### config.mk
export PLATFORM = sky130hd
export DESIGN_NAME = uart_autobaud_ctrl
export DESIGN_NICKNAME = d
export VERILOG_FILES = /design/src/rtl/uart_autobaud_ctrl_pkg.sv /design/src/rtl/uart_rx_edge_det.sv /design/src/rtl/uart_autobaud_ctrl.sv
export SDC_FILE = /design/constraint.sdc
export NUM_CORES = 1
export LEC_CHECK = 0
export CORE_MARGIN = 2
export CORE_UTILIZATION = 35
export CTS_CLUSTER_SIZE = 14
export DETAILED_ROUTE_END_ITERATION = 8
export PLACE_DENSITY = 0.52
export SLEW_MARGIN = 30
export SYNTH_ARGS = -nofsm -noshare
export SYNTH_HDL_FRONTEND = slang
export SYNTH_SLANG_ARGS = --single-unit
### constraint.sdc
create_clock -name clk_i -period 2.7 [get_ports clk_i]
set_input_delay 0.54 -clock clk_i [delete_from_list [all_inputs] [get_ports clk_i]]
set_output_delay 0.54 -clock clk_i [all_outputs]
set_load 0.01 [all_outputs]
### src/rtl/uart_autobaud_ctrl_pkg.sv
// Shared rate enumeration, calibration FSM states and nominal-period helpers
// used by the auto-baud controller and the baud clock generator.
package uart_autobaud_ctrl_pkg;

  typedef enum logic [1:0] {
    BAUD_9600   = 2'd0,
    BAUD_19200  = 2'd1,
    BAUD_57600  = 2'd2,
    BAUD_115200 = 2'd3
  } baud_e;

  typedef enum logic [3:0] {
    S_IDLE,
    S_WAIT_IDLE,
    S_WAIT_FALL,
    S_MEAS1,
    S_WAIT_FALL2,
    S_MEAS2,
    S_DECIDE,
    S_LOCK,
    S_FAIL
  } ab_state_e;

  typedef struct packed {
    logic  valid;
    baud_e rate;
  } class_t;

  function automatic int unsigned rate_hz(input baud_e sel);
    int unsigned rate;
    case (sel)
      BAUD_9600:  rate = 9600;
      BAUD_19200: rate = 19200;
      BAUD_57600: rate = 57600;
      default:    rate = 115200;
    endcase
    return rate;
  endfunction

  // Rounded to the nearest clock, so 100 MHz / 9600 gives 10417.
  function automatic int unsigned nominal_period(input int unsigned clk_freq, input baud_e sel);
    return (clk_freq + rate_hz(sel) / 2) / rate_hz(sel);
  endfunction

  function automatic int unsigned win_lo(input int unsigned per, input int unsigned tol_pct);
    return per * (100 - tol_pct) / 100;
  endfunction

  function automatic int unsigned win_hi(input int unsigned per, input int unsigned tol_pct);
    return per * (100 + tol_pct) / 100;
  endfunction

endpackage

### src/rtl/uart_rx_edge_det.sv
// Two-flop synchroniser for the asynchronous rx line, plus single-cycle
// rise/fall pulses derived from the synchronised level.
module uart_rx_edge_det (
  input  logic clk_i,
  input  logic rst_ni,
  input  logic rx_i,
  output logic rx_s_o,
  output logic rise_o,
  output logic fall_o
);

  logic sync1_q, sync2_q, prev_q;

  always_ff @(posedge clk_i) begin
    if (!rst_ni) begin
      // NOTE: reset to the idle-high line level so leaving reset never fakes a start edge.
      sync1_q <= 1'b1;
      sync2_q <= 1'b1;
      prev_q  <= 1'b1;
    end else begin
      sync1_q <= rx_i;
      sync2_q <= sync1_q;
      prev_q  <= sync2_q;
    end
  end

  assign rx_s_o = sync2_q;
  assign rise_o = sync2_q & ~prev_q;
  assign fall_o = ~sync2_q & prev_q;

endmodule

### src/rtl/uart_autobaud_ctrl.sv
// Auto-baud controller: times two low pulses of a 0x55 calibration character,
// classifies them to one of four rates and drives the baud generator.
module uart_autobaud_ctrl
  import uart_autobaud_ctrl_pkg::*;
#(
  parameter int unsigned CLK_FREQ  = 100_000_000,
  parameter int unsigned TOL_PCT   = 12,
  parameter int unsigned IDLE_BITS = 2
) (
  input  logic       clk_i,
  input  logic       rst_ni,
  input  logic       start_i,
  input  logic       rx_i,
  output logic [1:0] baud_sel_o,
  output logic       gen_en_o,
  output logic       locked_o,
  output logic       busy_o,
  output logic       error_o
);

  localparam int unsigned PER0  = nominal_period(CLK_FREQ, BAUD_9600);
  localparam int unsigned PER1  = nominal_period(CLK_FREQ, BAUD_19200);
  localparam int unsigned PER2  = nominal_period(CLK_FREQ, BAUD_57600);
  localparam int unsigned PER3  = nominal_period(CLK_FREQ, BAUD_115200);
  localparam int unsigned CNT_W = $clog2(2 * PER0 + 1);

  localparam logic [CNT_W-1:0] LIMIT    = CNT_W'(2 * PER0);
  localparam logic [CNT_W-1:0] IDLE_LIM = CNT_W'(IDLE_BITS * PER0);
  localparam logic [CNT_W-1:0] CNT_MAX  = '1;

  localparam logic [CNT_W-1:0] LO0 = CNT_W'(win_lo(PER0, TOL_PCT));
  localparam logic [CNT_W-1:0] HI0 = CNT_W'(win_hi(PER0, TOL_PCT));
  localparam logic [CNT_W-1:0] LO1 = CNT_W'(win_lo(PER1, TOL_PCT));
  localparam logic [CNT_W-1:0] HI1 = CNT_W'(win_hi(PER1, TOL_PCT));
  localparam logic [CNT_W-1:0] LO2 = CNT_W'(win_lo(PER2, TOL_PCT));
  localparam logic [CNT_W-1:0] HI2 = CNT_W'(win_hi(PER2, TOL_PCT));
  localparam logic [CNT_W-1:0] LO3 = CNT_W'(win_lo(PER3, TOL_PCT));
  localparam logic [CNT_W-1:0] HI3 = CNT_W'(win_hi(PER3, TOL_PCT));

  if (HI3 >= LO2 || HI2 >= LO1 || HI1 >= LO0) begin : g_bad_windows
    $error("uart_autobaud_ctrl: rate windows overlap for TOL_PCT=%0d", TOL_PCT);
  end
  if (IDLE_BITS < 1 || IDLE_BITS > 2) begin : g_bad_idle
    $error("uart_autobaud_ctrl: IDLE_BITS=%0d does not fit the counter", IDLE_BITS);
  end

  // Fastest rate first; the first window that contains the count wins.
  function automatic class_t classify(input logic [CNT_W-1:0] cnt);
    class_t c;
    c = '{valid: 1'b0, rate: BAUD_115200};
    if (cnt >= LO3 && cnt <= HI3)      c = '{valid: 1'b1, rate: BAUD_115200};
    else if (cnt >= LO2 && cnt <= HI2) c = '{valid: 1'b1, rate: BAUD_57600};
    else if (cnt >= LO1 && cnt <= HI1) c = '{valid: 1'b1, rate: BAUD_19200};
    else if (cnt >= LO0 && cnt <= HI0) c = '{valid: 1'b1, rate: BAUD_9600};
    return c;
  endfunction

  logic rx_s, rx_rise, rx_fall;

  uart_rx_edge_det u_edge_det (
    .clk_i  (clk_i),
    .rst_ni (rst_ni),
    .rx_i   (rx_i),
    .rx_s_o (rx_s),
    .rise_o (rx_rise),
    .fall_o (rx_fall)
  );

  ab_state_e        state_q;
  logic [CNT_W-1:0] count_q, count_inc;
  class_t           c1_q, c2_q;
  baud_e            baud_sel_q;
  logic             gen_en_q, locked_q, busy_q, error_q;

  assign count_inc = (count_q == CNT_MAX) ? count_q : count_q + 1'b1;

  always_ff @(posedge clk_i) begin
    if (!rst_ni) begin
      state_q    <= S_IDLE;
      count_q    <= '0;
      c1_q       <= '0;
      c2_q       <= '0;
      baud_sel_q <= BAUD_115200;
      gen_en_q   <= 1'b0;
      locked_q   <= 1'b0;
      busy_q     <= 1'b0;
      error_q    <= 1'b0;
    end else begin
      unique case (state_q)
        S_IDLE: if (start_i) begin
          state_q  <= S_WAIT_IDLE;
          count_q  <= '0;
          busy_q   <= 1'b1;
          error_q  <= 1'b0;
          locked_q <= 1'b0;
          gen_en_q <= 1'b0;
        end
        S_WAIT_IDLE: begin
          if (count_q == IDLE_LIM) state_q <= S_WAIT_FALL;
          else if (rx_s)           count_q <= count_inc;
          else                     count_q <= '0;
        end
        S_WAIT_FALL: if (rx_fall) begin
          state_q <= S_MEAS1;
          count_q <= CNT_W'(1);
        end
        S_MEAS1: begin
          if (rx_rise) begin
            c1_q    <= classify(count_q);
            state_q <= S_WAIT_FALL2;
            count_q <= CNT_W'(1);
          end else if (count_q == LIMIT) state_q <= S_FAIL;
          else                           count_q <= count_inc;
        end
        S_WAIT_FALL2: begin
          if (rx_fall) begin
            state_q <= S_MEAS2;
            count_q <= CNT_W'(1);
          end else if (count_q == LIMIT) state_q <= S_FAIL;
          else                           count_q <= count_inc;
        end
        S_MEAS2: begin
          if (rx_rise) begin
            c2_q    <= classify(count_q);
            state_q <= S_DECIDE;
          end else if (count_q == LIMIT) state_q <= S_FAIL;
          else                           count_q <= count_inc;
        end
        S_DECIDE: begin
          if (c1_q.valid && c1_q == c2_q) begin
            state_q    <= S_LOCK;
            baud_sel_q <= c1_q.rate;
            locked_q   <= 1'b1;
            gen_en_q   <= 1'b1;
            busy_q     <= 1'b0;
          end else begin
            state_q <= S_FAIL;
          end
        end
        S_LOCK: state_q <= S_IDLE;
        S_FAIL: begin
          state_q  <= S_IDLE;
          error_q  <= 1'b1;
          locked_q <= 1'b0;
          gen_en_q <= 1'b0;
          busy_q   <= 1'b0;
        end
        default: state_q <= S_IDLE;
      endcase
    end
  end

  assign baud_sel_o = baud_sel_q;
  assign gen_en_o   = gen_en_q;
  assign locked_o   = locked_q;
  assign busy_o     = busy_q;
  assign error_o    = error_q;

endmodule

==> flow_metrics.tcl, run 1 <==
set metrics [dict create \
    outcome "finished clean" \
    synth_edf_count 0 \
    initial_core_util_pct 36.1 \
    dieWidth_microns 87.5 \
    layout_commonest_cell "nand2_1" \
    clkSlewWorstSetupHoldPaths_ns 0.08 \
    p_int_uw 1000 \
    dp_hpwl_microns 4980 \
    synth_top_area_share_pct 27.0 \
    cp-end-kind "flip-flop" \
    r2r_slack_ns 0.31 \
    swShare_pct 38.6 \
    tns_ns 0 \
    hold_violations 0 \
    nets 341 \
    synth-main-ff-cell "dfxtp_1" \
    synth.area.top_cells "dfxtp_1 (27%), nand2_1 (5.7%), a21oi_1 (4.5%)" \
    clk_latency_ns 0.29 \
    drtPass1Iterations 4 \
    power_frac_comb_pct 34.9 \
    fin_ws_ns 0.305 \
    reg2reg_from "count_q[1]$_SDFFE_PN0P_" \
    htree_levels 2 \
    grt_pass1_vias 2170 \
    hold_start "u_edge_det.sync1_q$_SDFF_PN1_" \
    min_to "u_edge_det.rx_s_o$_SDFF_PN1_" \
    crit_chain "ha_1 -> or3b_2 -> nor4_4 -> and2_1 -> or2_2 -> nand2_2 -> a31oi_1" \
    r2r-end "count_q[10]$_SDFFE_PN0P_" \
    crit_required_ns 2.92 \
    synthCells 331 \
    drt_iter0_drc 193 \
    hp-class "flip-flop to flip-flop" \
    grt_use_total_pct 19.0 \
    slowest_delay_ns 0.51 \
    wl_per_cell_microns 16.7 \
    crit_start "count_q[1]$_SDFFE_PN0P_" \
    insertedDiodeCount 0 \
    cp-start-kind "flip-flop" \
    worst-r2r-cell-count 7 \
    synth.avg_cell_area_sq_um 7.38 \
    worst_slew_pin_slew_ns 0.595 \
    grt_pass1_wl_microns 11400 \
    slew_headroom_pct 60.3 \
    clkPwrFrac_pct 30.2 \
    critical_path_class "flip-flop to flip-flop" \
    fill_cells 724 \
    fp-row-count 30 \
    skew_ns 0.00621 \
    powerDensity_nw_per_um2 601 \
    antenna_found_initial 0 \
    pin_count 10 \
    ir_drop_uv 225 \
    syn-num-nets 339 \
    cts_buffers 5 \
    die_y_microns 87.5 \
    cts_tree "built" \
    synth_top_cell_by_area "dfxtp_1" \
    fmax_mhz 418 \
    p_sw_uw 631 \
    async_reset_ff_share_pct 0 \
    hold_path_depth 1 \
    port_buffers 9 \
    synth_area_sq_um 2440 \
    clock_sinks 33 \
    die-area_sq_um 7660 \
    layout_common_cells "nand2_1 (37), dfxtp_1 (33), nand3_1 (22), a21oi_1 (22), nor2_1 (21)" \
    core_area_sq_um 6760 \
    grt_start_max_net_pins 36 \
    drive_gt1_share_pct 9.88 \
    clk_path_buf_depth 2 \
    postCtsSetupBuffers 0 \
    detail-route-antenna-nets 0 \
    maxSlewViolCount 0 \
    place.gp.congestion 0.896 \
    finalSetupViolCount 0 \
    ys_seq_area_share_pct 27.0 \
    wirelength_microns 6930 \
    power_leakage_uw 0.000868 \
    p_seq_share_pct 34.8 \
    vias 2485 \
    ys_ff_latch 33 \
    syn2layout_area_growth_pct 11.4 \
    cp.arrival_ns 2.62 \
    yosysWarningCount 0 \
    drv_cap 0 \
    vias_per_cell 6.00 \
    pre_cts_ws_ns 0.341 \
    ys_types 64 \
    crit_slowest_cell "dfxtp_1" \
    grt_overflow 0 \
    fin_crit_sh_pct 88.7 \
    cts.repair.resized 0 \
    critPathMaxFanout 11 \
    drc 0 \
    cts.hold.buffers_added 0 \
    rsz0062_at_grt "no" \
    cts_root_buffer "clkbuf_8" \
    period_minus_slack_ns 2.39 \
]
==> worst max-delay path: cells and delay by family (launching register included) <==
family                   cells  cell delay, ns
AO/OA/AOI/OAI                1            0.20
adder cells (fa/ha/maj)      1            0.20
flip-flops                   1            0.51
AND/OR/NAND/NOR              5            1.40
==> synthesized netlist by cell type, types with 3 or more instances <==
master,count
buf_2,4
a22oi_1,3
and2_1,4
inv_1,6
or4_1,4
a21oi_1,22
nand2_1,37
mux2i_1,3
o21ai_1,6
nor2b_1,6
nand2b_1,7
nand3_1,22
o21ai_0,13
nor3b_2,3
xnor2_1,3
nor4_1,7
ha_1,4
a31o_1,3
nor3b_1,3
clkbuf_1,19
nand4_1,10
dfxtp_1,33
nor3_1,10
a31oi_1,16
o211ai_1,4
nor2_1,21
and3_1,3
or3_1,6
==> final cells by class <==
cell class,count,area [sq um],area share (%)
Inverter,6,22.5,0.828
Multi-Input combinational cell,264,1630,59.8
Tap cell,80,100,3.68
Clock buffer,5,68.8,2.53
Clock inverter,3,46.3,1.70
Timing Repair Buffer,23,195,7.18
Sequential cell,33,661,24.3
==> logic make-up (layout without fill, tap and decap cells) <==
kind of cell	count (synthesis)	in the layout	share of synthesized area, %
AO/OA/AOI/OAI	93	93	24.5
XOR/XNOR	3	3	1.08
adder cells (fa/ha/maj)	4	4	2.05
buffers and inverters	34	37	6.35
flip-flops	33	33	27.0
multiplexers	3	3	1.23
AND/OR/NAND/NOR	161	161	37.7
==> sequential cells by signal (all words and copies together), names as in the netlist, 2 cells and up <==
register and cells:
count_q 15, state_q 4, baud_sel_o 2, c2_q 3, c1_q 3
==> through the flow <==
step,std cells,total power [uW],hold WS (ns),cell area (sq um),util [%]
final,414,1630,0.407,2720,40.3
after global routing,414,1740,0.428,2720,40.3
after CTS,414,1630,0.412,2720,40.3
after detailed placement,406,1140,0.396,2610,38.6
after global placement,406,1150,0.398,2610,38.6
after floorplan,331,1000,0.386,2440,-
==> worst max-delay path by stage <==
stage / to / slack, ns
after CTS: count_q[10]$_SDFFE_PN0P_ / 0.32
after detailed placement: count_q[10]$_SDFFE_PN0P_ / 0.34
after floorplan: count_q[6]$_SDFFE_PN0P_ / 0.54
after global routing: count_q[4]$_SDFFE_PN0P_ / 0.12
after global placement: count_q[13]$_SDFFE_PN0P_ / 0.35
final: count_q[10]$_SDFFE_PN0P_ / 0.31
==> routing by layer <==
metal	wire, microns	global-route usage, %	vias to the layer above
met5	0	0	-
met2	3000	27.1	73
met3	362	3.11	6
li1	-	-	1252
met4	78	4.62	0
met1	3490	29.6	1154
==> power groups by stage <==
stage	clock, uW	sequential, uW	combinational, uW
3_3_place_gp	0	579	566
6_report	494	569	571
5_1_grt	525	575	645
4_1_cts	502	568	564
2_1_floorplan	0	558	446
3_5_place_dp	0	579	561
(Power assumes the default switching activity.)
==> run 2, diff against run 1 <==
- CELL_PAD_IN_SITES_DETAIL_PLACEMENT: unset -> 1
- CELL_PAD_IN_SITES_GLOBAL_PLACEMENT: unset -> 1
- GPL_TIMING_DRIVEN: unset -> 1
- PLACE_DENSITY: 0.52 -> 0.66
==> flow_metrics.tcl, run 2 (same netlist as run 1, synthesis figures left out) <==
set metrics [dict create \
    outcome "finished clean" \
    cp-end-kind "flip-flop" \
    cts_tree "built" \
    pre_cts_ws_ns 0.300 \
    clkSlewWorstSetupHoldPaths_ns 0.08 \
    drive_gt1_share_pct 11.2 \
    fin_ws_ns 0.315 \
    dieWidth_microns 87.5 \
    fill_cells 856 \
    dp_hpwl_microns 5760 \
    slew_headroom_pct 60.8 \
    power_leakage_uw 0.000894 \
    p_sw_uw 622 \
    fp-row-count 30 \
    reg.largest.list "count_q (15), state_q (4)" \
    hp-class "flip-flop to flip-flop" \
    layout_commonest_cell "nand2_1" \
    r2r-end "count_q[0]$_SDFFE_PN0P_" \
    drtPass1Iterations 4 \
    layout_common_cells "nand2_1 (37), dfxtp_1 (33), nand3_1 (22), a21oi_1 (22), nor2_1 (21)" \
    hold_path_depth 1 \
    reg2reg_from "count_q[1]$_SDFFE_PN0P_" \
    p_seq_share_pct 36.5 \
    port_buffers 9 \
    cts.repair.resized 0 \
    grt_start_max_net_pins 36 \
    grt_pass1_wl_microns 13100 \
    grt_use_total_pct 21.3 \
    p_int_uw 972 \
    grt_pass1_vias 2609 \
    vias_per_cell 6.20 \
    nets 346 \
    drc 0 \
    drv_cap 0 \
    crit_required_ns 2.85 \
    rsz0062_at_grt "no" \
    cts_buffers 5 \
    period_minus_slack_ns 2.38 \
    r2r_slack_ns 0.32 \
    cts.hold.buffers_added 0 \
    detail-route-antenna-nets 0 \
    powerDensity_nw_per_um2 581 \
    core_area_sq_um 6760 \
    power.total_uw 1590 \
    pin_count 10 \
    initial_core_util_pct 36.1 \
    insertedDiodeCount 0 \
    htree_levels 2 \
    die-area_sq_um 7660 \
    cp-start-kind "flip-flop" \
    ir_drop_uv 211 \
    postCtsSetupBuffers 0 \
    cts_root_buffer "clkbuf_8" \
    vias 2599 \
    regMostFlops "count_q" \
    cp.arrival_ns 2.54 \
    critPathMaxFanout 11 \
    syn2layout_area_growth_pct 12.3 \
    antenna_found_initial 0 \
    die_y_microns 87.5 \
    power_frac_comb_pct 36.8 \
    wirelength_microns 7700 \
    swShare_pct 39.0 \
    hold_violations 0 \
    hold_start "u_edge_det.sync1_q$_SDFF_PN1_" \
    clock_sinks 33 \
    maxSlewViolCount 0 \
    drt_iter0_drc 126 \
    clkPwrFrac_pct 26.7 \
    worst-r2r-cell-count 8 \
    finalSetupViolCount 0 \
    largest_register_ffs 15 \
    fin_crit_sh_pct 88.3 \
    skew_ns 0.00825 \
    grt_overflow 0 \
    place.gp.congestion 0.941 \
    critical_path_class "flip-flop to flip-flop" \
    clk_latency_ns 0.29 \
    clk_path_buf_depth 2 \
    fmax_mhz 419 \
    min_to "u_edge_det.rx_s_o$_SDFF_PN1_" \
    tns_ns 0 \
    worst_slew_pin_slew_ns 0.573 \
    wl_per_cell_microns 18.4 \
]
==> run 2: final cells by class <==
cell class | instances | area, sq um | share of cell area, %
timing repair buffer | 28 | 233 | 8.48
multi-input combinational | 264 | 1630 | 59.3
sequential | 33 | 661 | 24.1
inverter | 6 | 22.5 | 0.821
clock inverter | 1 | 5.00 | 0.182
tap | 80 | 100 | 3.65
clock buffer | 7 | 96.3 | 3.51
==> run 2: routing by layer <==
| layer | vias up | track usage, % | wire length, microns |
|---|---|---|---|
| li1 | 1259 | - | - |
| met1 | 1273 | 28.4 | 3700 |
| met2 | 57 | 36.1 | 3620 |
| met3 | 10 | 3.30 | 284 |
| met4 | 0 | 5.17 | 99 |
| met5 | - | 0 | 0 |
==> run 2: metrics by stage <==
stage / instance area (sq um) / hold WS (ns) / instances / utilization [%]
after CTS: 2740 / 0.422 / 419 / 40.6
after floorplan: 2440 / 0.386 / 331 / -
after global placement: 2640 / 0.390 / 411 / 39.1
after global routing: 2740 / 0.429 / 419 / 40.6
final: 2740 / 0.416 / 419 / 40.6
after detailed placement: 2640 / 0.406 / 411 / 39.1
==> run 2: worst max-delay path by stage <==
| stage | depth (start not counted) | start | slack [ns] | to |
|---|---|---|---|---|
| 6_report | 8 | count_q[1]$_SDFFE_PN0P_ | 0.32 | count_q[0]$_SDFFE_PN0P_ |
| 5_1_grt | 8 | count_q[1]$_SDFFE_PN0P_ | 0.07 | count_q[0]$_SDFFE_PN0P_ |
| 4_1_cts | 8 | count_q[1]$_SDFFE_PN0P_ | 0.30 | count_q[0]$_SDFFE_PN0P_ |
| 3_5_place_dp | 7 | start_i | 0.30 | count_q[13]$_SDFFE_PN0P_ |
| 3_3_place_gp | 7 | start_i | 0.34 | count_q[13]$_SDFFE_PN0P_ |
| 2_1_floorplan | 9 | count_q[0]$_SDFFE_PN0P_ | 0.54 | count_q[6]$_SDFFE_PN0P_ |
==> run 2: power by group through the flow <==
stage | Combinational [uW] | Sequential, uW | Clock [uW]
finish | 586 | 582 | 426
global placement | 569 | 589 | 0
CTS | 585 | 581 | 437
detailed placement | 581 | 592 | 0
floorplan | 446 | 558 | 0
global route | 667 | 588 | 456
==> run 2: critical path, stage by stage (launching register included) <==
cell     delay, ns
dfxtp_1       0.49
ha_1          0.20
or3b_2        0.47
nor4_4        0.35
buf_4         0.24
a21oi_1       0.08
o21ai_0       0.17
o32a_1        0.19
a21oi_1       0.07
==> variant: new RTL, config.mk and constraints of run 2 <==
Register the output `error_o` once more, cleared by the reset; this adds one clock of latency there. The other outputs are not delayed to match.
--- a/src/rtl/uart_autobaud_ctrl.sv
+++ b/src/rtl/uart_autobaud_ctrl.sv
@@ -156,3 +156,9 @@
   assign busy_o     = busy_q;
-  assign error_o    = error_q;
+  always_ff @(posedge clk_i) begin
+    if (!rst_ni) begin
+      error_o <= '0;
+    end else begin
+      error_o <= error_q;
+    end
+  end
 
Check against the original RTL: same outputs for any inputs over 10 cycles, from zero or initial values and one cycle with rst_ni low; that may be too few to reach the edited logic, so the function may still have changed.
==> variant against run 2 <==
Cell area is 2.8% higher; sequential cell count grew 1; setup slack worse by 0.030 ns; via count is 0.92% higher; wire length rose by 5.3%; first-iteration DRC count grew 45%; synthesized area is 0.31% lower; highest routed layer unchanged.
Power is not compared: it rests on default switching activity, and its combinational part moved more than twofold at a synthesized area within 25%.
==> variant: results (changes against run 2) <==
The flow ran to the end, and the final reports show no timing, DRC or antenna violations. The fill cell instance count of the final layout is 856 (unchanged). The run gives 0 (unchanged) as the number of warnings issued by yosys. The type of the tightest min-delay check was register to register (unchanged). The tools report the number of library cell types mapped by synthesis as 66 (was 64). The wire length of the first global-routing pass came out at 13400 um (was 13100 um). The number of setup buffers added after CTS is 0 (unchanged), and the critical-path maximum fanout is 12 (was 11).

The worst-case IR drop observed on VDD is 217 uV. The count of H-tree levels built during CTS is 2 (unchanged), and the number of diodes added for antenna fixing is 0 (unchanged). The tools report the source of the worst hold timing path as u_edge_det.sync1_q (unchanged). Post-synthesis async set-or-reset flop share: 0 (unchanged).

Reg-to-reg endpoint: count_q[10] (was count_q[0]). The aggregate routed wire length is 8110 um (was 7700 um), and the number of cell instances on the worst register-to-register path is 7 (was 8). For this design the static power due to leakage is 0.000988 uW.

The logs give 0.29 ns (was 0.32 ns) for the minimum setup slack among reg-to-reg paths and 5 (unchanged) for the TritonCTS buffer count. The number of buffers between clock root and the deepest sink came out at 2 (unchanged). The part of the Yosys area used for sequential elements was 0.280 (was 0.270). The iteration count of the initial detailed-routing pass was 4 (unchanged).

The standard cell with the maximum stage delay on the critical path is dfxtp_1 (unchanged). Post-synth top cells: nand2_1, dfxtp_1, nor2_1 (was nand2_1, dfxtp_1, a21oi_1, nand3_1, nor2_1). The tools report the met1 track demand over resource in global routing as 0.336 (was 0.284).

For the initial antenna violation count, the log shows 0 (unchanged). The number of design-rule violations left by the first detailed-router iteration was 183 (was 126); the endpoint arrival time on the critical path was 2.63 ns (was 2.54 ns). The post-synth net total is 340 (was 339), and the clock-pin transition on the worst setup and hold timing paths is 0.08 ns (about the same). For the routability-driven placement congestion ratio, the log shows 0.900 (was 0.941). Net count reported at finish: 353 (was 346). The run gives 0.225 (was 0.213) as the total track usage.

Startpoint of the most critical register-to-register path: count_q[3] (was count_q[1]). The logs give 0.00620 ns (was 0.00825 ns) for the final worst clock skew and 0 (unchanged) for the number of gates resized after cts. Top Registers: count_q x15, state_q x4 (unchanged). The proportion of layout cells with a drive suffix above 1 was 0.116 (was 0.112); the latest clock arrival within the worst-skew pair was 0.29 ns (about the same). The total negative slack for setup checks came out at 0 ns (unchanged).

The tools report the root buffer selected by CTS as clkbuf_8 (unchanged). The number of vias in the routed layout is 2623 (was 2599), and the number of buffer cells added on primary ports is 9 (unchanged). The met2 demand-to-capacity share in global routing was 0.335 (was 0.361). The pin count of the biggest net entering global routing was 32 (was 36). The run gives 0.0284 (was 0.0330) as the met3 track demand over resource. The depth of the worst hold-timing path came out at 1 (unchanged). Largest cells by area after synthesis: dfxtp_1, nand2_1, a21oi_1 (unchanged). The detailed placement HPWL came out at 5880 um (was 5760 um). Delay of the slowest cell on the worst path: 0.45 ns (was 0.49 ns). The tools report the worst min-delay path endpoint as u_edge_det.rx_s_o (unchanged).

The slew at the pin closest to its max-slew limit works out to 0.605 ns (was 0.573 ns).
-- variant: critical path: cells and delay by family (launching register included) --
kind | cells | cell delay, ns
AO/OA/AOI/OAI | 2 | 0.62
AND/OR/NAND/NOR | 3 | 0.91
flip-flops | 1 | 0.45
buffers and inverters | 2 | 0.36
-- variant: worst max-delay path by stage --
stage                           from          end  depth (start not counted)
after CTS                 count_q[3]  count_q[10]                          7
after global routing      count_q[3]  count_q[10]                          7
after floorplan           count_q[0]   count_q[5]                          8
after detailed placement     start_i   count_q[5]                          7
after global placement       start_i   count_q[5]                          7
final                     count_q[3]  count_q[10]                          7
-- variant: layout make-up --
| type | count | area, um^2 | share of cell area |
|---|---|---|---|
| Clock buffer | 5 | 68.8 | 0.0244 |
| Clock inverter | 3 | 68.8 | 0.0244 |
| Inverter | 12 | 45.0 | 0.0160 |
| Multi-Input combinational cell | 260 | 1600 | 0.565 |
| Sequential cell | 34 | 681 | 0.241 |
| Tap cell | 80 | 100 | 0.0355 |
| Timing Repair Buffer | 32 | 263 | 0.0931 |
-- variant: cell families (layout without fill, tap and decap cells) --
family,Yosys count,in the layout,synth area share
DFF,34,34,0.280
adders and majority gates,5,5,0.0247
and+or+nand+nor,161,161,0.358
xor gates and xnor gates,3,3,0.0108
muxes,4,4,0.0216
buffers and inverters,38,52,0.0653
AOI/OAI and AO/OA,87,87,0.241
-- variant: routing by layer --
| metal | wire (um) | vias up |
|---|---|---|
| met2 | 3640 | 43 |
| li1 | - | 1259 |
| met5 | 0 | - |
| met3 | 310 | 8 |
| met4 | 76 | 0 |
| met1 | 4080 | 1313 |
-- variant: through the flow --
step / cells / instance area, um^2 / setup slack (ns) / hold slack, ns
after CTS: 426 / 2820 / 0.284 / 0.446
after global routing: 426 / 2820 / 0.0447 / 0.464
after floorplan: 332 / 2430 / 0.632 / 0.386
final: 426 / 2820 / 0.286 / 0.433
after global placement: 418 / 2680 / 0.133 / 0.396
after detailed placement: 418 / 2680 / 0.0654 / 0.416
-- variant: power by group --
| part | leakage (uW) | switching (uW) | total, uW | internal [uW] |
|---|---|---|---|---|
| Combinational | 0.000644 | 128 | 224 | 95.6 |
| Clock | 0.0000683 | 218 | 588 | 370 |
| Sequential | 0.000275 | 17.1 | 529 | 512 |
| Total | 0.000988 | 363 | 1340 | 978 |
